**src/rtl/fft_addr_gen.sv**
```systemverilog
// fft_addr_gen: sample-load, butterfly read/write and twiddle address
// generator for a radix-2 in-place FFT. It also returns the completion flags
// that the FFT control FSM branches on.
// Build option: FFT_BITREV_EN selects a bit-reversed sample load address.
// Without it, the load address is the natural sample count.

module fft_addr_gen #(
    parameter  int unsigned N_POINTS = 16,
    localparam int unsigned ADDR_W   = $clog2(N_POINTS),
    localparam int unsigned STG_W    = (ADDR_W > 1) ? $clog2(ADDR_W) : 1
) (
    input  logic              clk_i,
    input  logic              rst_ni,
    input  logic              clear_i,
    input  logic              en_cnt_samples_i,
    input  logic              en_cnt_rd_i,
    input  logic              wr_mem_i,
    output logic [ADDR_W-1:0] sample_addr_o,
    output logic [ADDR_W-1:0] rd_addr_o,
    output logic [ADDR_W-1:0] wr_addr_o,
    output logic [ADDR_W-2:0] twiddle_idx_o,
    output logic [STG_W-1:0]  stage_o,
    output logic [ADDR_W-2:0] bfly_o,
    output logic              end_samples_o,
    output logic              end_read_1_o,
    output logic              end_read_2_o,
    output logic              end_write_1_o,
    output logic              end_algo_o
);

    localparam logic [STG_W-1:0] LAST_STG = STG_W'(ADDR_W - 1);

    logic [ADDR_W-1:0] cs;
    logic              rp;
    logic              wp;
    logic [ADDR_W-2:0] b;
    logic [STG_W-1:0]  s;

    logic              wr_stb;
    logic              last_bfly;
    logic              last_stg;
    logic [ADDR_W-1:0] b_ext;
    logic [ADDR_W-1:0] span;
    logic [ADDR_W-1:0] pos;
    logic [ADDR_W-1:0] addr_a;
    logic [ADDR_W-1:0] addr_b;

    // A write is only a butterfly write while no sample is being loaded.
    assign wr_stb    = wr_mem_i & ~en_cnt_samples_i;
    assign last_bfly = &b;
    assign last_stg  = (s == LAST_STG);

    // Butterfly operand addresses for butterfly b of stage s.
    // The shift by s+1 is split into two shifts so s+1 cannot overflow STG_W.
    always_comb begin
        b_ext  = {1'b0, b};
        span   = ADDR_W'(1) << s;
        pos    = b_ext & (span - ADDR_W'(1));
        addr_a = (((b_ext >> s) << 1) << s) | pos;
        addr_b = addr_a + span;
    end

    assign twiddle_idx_o = pos[ADDR_W-2:0] << (LAST_STG - s);
    assign rd_addr_o     = rp ? addr_b : addr_a;
    assign wr_addr_o     = wp ? addr_b : addr_a;
    assign stage_o       = s;
    assign bfly_o        = b;

`ifdef FFT_BITREV_EN
    // The load address is the bit-reversed sample count, which gives a
    // natural-order output from the decimation-in-time transform.
    always_comb begin
        sample_addr_o = '0;
        for (int unsigned i = 0; i < ADDR_W; i++) begin
            sample_addr_o[i] = cs[ADDR_W-1-i];
        end
    end
`else
    // The load address is the natural sample count. Upstream supplies the
    // samples already in bit-reversed order.
    always_comb begin
        sample_addr_o = cs;
    end
`endif

    // Completion flags are combinational with the accepted strobe and are
    // suppressed by clear_i.
    always_comb begin
        end_samples_o = ~clear_i & en_cnt_samples_i & (&cs);
        end_read_1_o  = ~clear_i & en_cnt_rd_i & ~rp;
        end_read_2_o  = ~clear_i & en_cnt_rd_i & rp;
        end_write_1_o = ~clear_i & wr_stb & ~wp;
        end_algo_o    = ~clear_i & wr_stb & wp & last_bfly & last_stg;
    end

    // Counter and phase state. clear_i takes priority over every strobe.
    always_ff @(posedge clk_i or negedge rst_ni) begin
        if (!rst_ni) begin
            cs <= '0;
            rp <= 1'b0;
            wp <= 1'b0;
            b  <= '0;
            s  <= '0;
        end else if (clear_i) begin
            cs <= '0;
            rp <= 1'b0;
            wp <= 1'b0;
            b  <= '0;
            s  <= '0;
        end else begin
            if (en_cnt_samples_i) begin
                cs <= cs + ADDR_W'(1);
            end
            if (en_cnt_rd_i) begin
                rp <= ~rp;
            end
            if (wr_stb) begin
                wp <= ~wp;
                if (wp) begin
                    if (!last_bfly) begin
                        b <= b + 1'b1;
                    end else begin
                        b <= '0;
                        s <= last_stg ? '0 : s + 1'b1;
                    end
                end
            end
        end
    end

endmodule

```
**config.mk**
```make
export PLATFORM = sky130hd
export DESIGN_NAME = fft_addr_gen
export DESIGN_NICKNAME = d
export VERILOG_FILES = /design/src/rtl/fft_addr_gen.sv
export SDC_FILE = /design/constraint.sdc
export NUM_CORES = 1
export LEC_CHECK = 0
export BUFFER_PORTS_ARGS = -buffer_cell sky130_fd_sc_hd__buf_4
export CAP_MARGIN = 10
export CORE_MARGIN = 2
export CORE_UTILIZATION = 49
export CTS_CLUSTER_SIZE = 10
export DETAILED_ROUTE_END_ITERATION = 12
export GPL_TIMING_DRIVEN = 0
export PLACE_DENSITY = 0.76
export SETUP_SLACK_MARGIN = 0.3
export SLEW_MARGIN = 20
export SYNTH_ARGS = -nofsm -noshare
export SYNTH_HDL_FRONTEND = slang
export SYNTH_SLANG_ARGS = --single-unit
```
**constraint.sdc**
```tcl
create_clock -name clk_i -period 5.3 [get_ports clk_i]
set_input_delay 1.06 -clock clk_i [delete_from_list [all_inputs] [get_ports clk_i]]
set_output_delay 1.06 -clock clk_i [all_outputs]
set_load 0.01 [all_outputs]
```
==> summary.txt <==
run status: complete, no violations
antenna violations before repair: 0
startpoint types: flip-flop
largest stage delay on the critical path: 0.53 ns
CP bufs+invs: 2
post-synthesis cell count: 96
Die X: 47.2 um
syn_nets: 113
Die Span Y: 47.2 um
final max-slew violation count: 0
period utilization: 0.717
WP data required: 4.24 ns
CTS H-tree lvls: 1
Fill cells: 167
Post-synth EDFFs: 0
HPWL after DPL: 1560 um
worst clock skew: 0.000336 ns
Leak: 0.670 nW
area leader, netlist: dfrtp_1
vias in the first global route: 752
synth top area cells: dfrtp_1 30%, ha_1 14%, mux2i_1 7.7%, xnor2_1 5.8%, nor2_1 5.3%
final hold violations: 0
Finished Cell Area: 1190 um^2
wire per inst: 12.4 um
final antenna-violating net count: 0
area grow syn2layout: 30.1%
area of the multi-input gates: 599 um^2
post_cts resized: 0
Post-Route Setup TNS: 0 ns
# diodes: 0
CTS Hold Bufs: 0
I/O pin count: 31
RSZ-0062 raised after global routing: false
crit-path cells: inv_1 > ha_1 > xnor2_1 > a32o_1 > ha_1 > a21oi_1 > mux2i_1 > xor2_1 > buf_4
Root Driver: clkbuf_4
commonest cells in the netlist: 13 x nor2_1, 11 x dfrtp_1, 10 x ha_1, 10 x nand2_1, 7 x mux2i_1
share of cells above drive strength 1: 0.302
most numerous cell in the Yosys netlist: nor2_1
final WL: 1910 um
CTS Buf Count: 3
GR Overflow Total: 0
Rows: 15
RePlAce Congestion: 0.748
CTS tree: done
Die ar.: 2230 um^2
Core ar.: 1750 um^2
Worst path slowest cell: dfrtp_1
setup violators final: 0
Max Freq: 263 MHz
worst hold path class: flip-flop to flip-flop
setup bufs post-CTS: 0
dpl cell area: 1160 um^2
CP arrival: 2.74 ns
PD cells: 156 nW/um^2
post-synthesis area per instance: 9.51 um^2
CTS Sinks: 11
VDD IR max: 0.148 mV
Max Cap Viol: 0
Register Area: 275 um^2
clock latency on the worst-skew pair: 0.26 ns
initial core utilization: 0.523
Cell Area, Synth: 913 um^2
DR vias/cell: 5.10
synth warn: 0
CP endpoint kind: output pin
clock buffer depth: 2
vias: 785
Initial DRC Count: 14
DRC violations left: 0
delay-heaviest family, CP: compound AO/OA/AOI/OAI gates
flip-flop and latch count after synthesis: 11
router iterations before antenna repair: 4
Post-synth ARST share: 1.00
aggregate global-route resource usage: 0.203
Setup CP Type: flip-flop to output pin
post-route minimum period: 3.80 ns
final net count: 147
Reg clk slew, reported paths: 0.07 ns
Buffers on Ports: 29
post-synth top area share: 0.301
Main synth FF type: dfrtp_1
largest net degree at the start of global routing: 12
Seq/Total Area, Yosys: 0.301
Synth cell types: 32
most used cell, CP: ha_1
crit path max fanout: 10
global-route wire length before repair: 3200 um
==> layer usage <==
metal | vias up | share of wire | routed length (um) | global-route usage
li1 | 388 | - | - | -
met1 | 372 | 0.43 | 818 | 0.248
met2 | 23 | 0.53 | 1010 | 0.362
met3 | 2 | 0.036 | 69 | 0.0385
met4 | 0 | 0.0052 | 10 | 0.0611
met5 | - | 0 | 0 | 0
==> state kept, by name, indices dropped and copies added, names as in the netlist <==
register       flops
bfly_o             3
rp                 1
sample_addr_o      4
stage_o            2
wp                 1
==> through the flow <==
| stage | power, mW | utilization | cells | hold WS, ns | setup WS [ns] |
|---|---|---|---|---|---|
| finish | 0.186 | 0.681 | 154 | 0.579 | 1.50 |
| floorplan | 0.115 | - | 96 | 0.585 | 2.07 |
| detailed placement | 0.133 | 0.666 | 150 | 0.568 | 1.79 |
| CTS | 0.189 | 0.681 | 154 | 0.587 | 1.48 |
| global route | 0.195 | 0.681 | 154 | 0.620 | 1.32 |
| global placement | 0.132 | 0.666 | 150 | 0.549 | 1.89 |
==> area by class of cell <==
| class | instances | share of cell area |
|---|---|---|
| Clock buffer | 4 | 0.0221 |
| Sequential cell | 11 | 0.232 |
| Multi-Input combinational cell | 78 | 0.504 |
| Inverter | 3 | 0.00947 |
| Buffer | 4 | 0.0232 |
| Tap cell | 25 | 0.0263 |
| Timing Repair Buffer | 29 | 0.183 |
==> logic make-up (layout without fill, tap and decap cells) <==
group           Yosys count  after routing  share of synthesized area
compound gates            7              7                     0.0548
fa+ha+maj                11             11                      0.159
mux                       9              9                      0.101
simple gates             39             39                      0.232
xor+xnor                 11             11                      0.105
buf+inv                   7             40                     0.0425
other cells               1              1                    0.00411
flops                    11             11                      0.301
==> cell usage in the layout, fill, tap and decap left out <==
cell type   n
buf_4      30
nor2_1     13
dfrtp_1    11
nand2_1    10
ha_1       10
mux2i_1     7
xnor2_1     6
xor2_1      5
inv_1       3
nand2b_1    3
nor3b_1     3
clkbuf_4    3
a32o_1      2
mux2_2      2
a21oi_1     2
clkbuf_1    2
a22oi_1     1
buf_2       1
nand3_1     1
o21ai_0     1
and3_1      1
o21a_1      1
buf_6       1
nor3_1      1
and3b_1     1
and2b_2     1
nand4b_1    1
and2_1      1
nand3b_4    1
or3b_1      1
nand4_1     1
fa_1        1
conb_1      1
==> report_power, final <==
part / internal, mW / switching [mW]
clock: 0.0290 / 0.0254
combinational: 0.0209 / 0.0205
sequential: 0.0872 / 0.00280
total: 0.137 / 0.0487
==> path summary, 6_finish.rpt <==
path | from | endpoint | slack [ns] | cells after the start
setup / recovery | stage_o[1] | rd_addr_o[3] | 1.50 | 9
hold / removal | sample_addr_o[3] | sample_addr_o[3] | 0.58 | 2
setup reg to reg | bfly_o[0] | bfly_o[1] | 3.84 | 4
hold reg to reg | sample_addr_o[3] | sample_addr_o[3] | 0.58 | 2
max in group asynchronous | rst_ni | bfly_o[2] | 4.53 | 1
min in group asynchronous | rst_ni | sample_addr_o[1] | 0.62 | 1
==> worst min-delay path: cells and delay by family, from the launching register on <==
| kind | cells | cell delay, ns |
|---|---|---|
| XOR/XNOR | 1 | 0.08 |
| AND/OR/NAND/NOR | 1 | 0.08 |
| flip-flops | 1 | 0.38 |
Power figures use the tool's default switching activity.
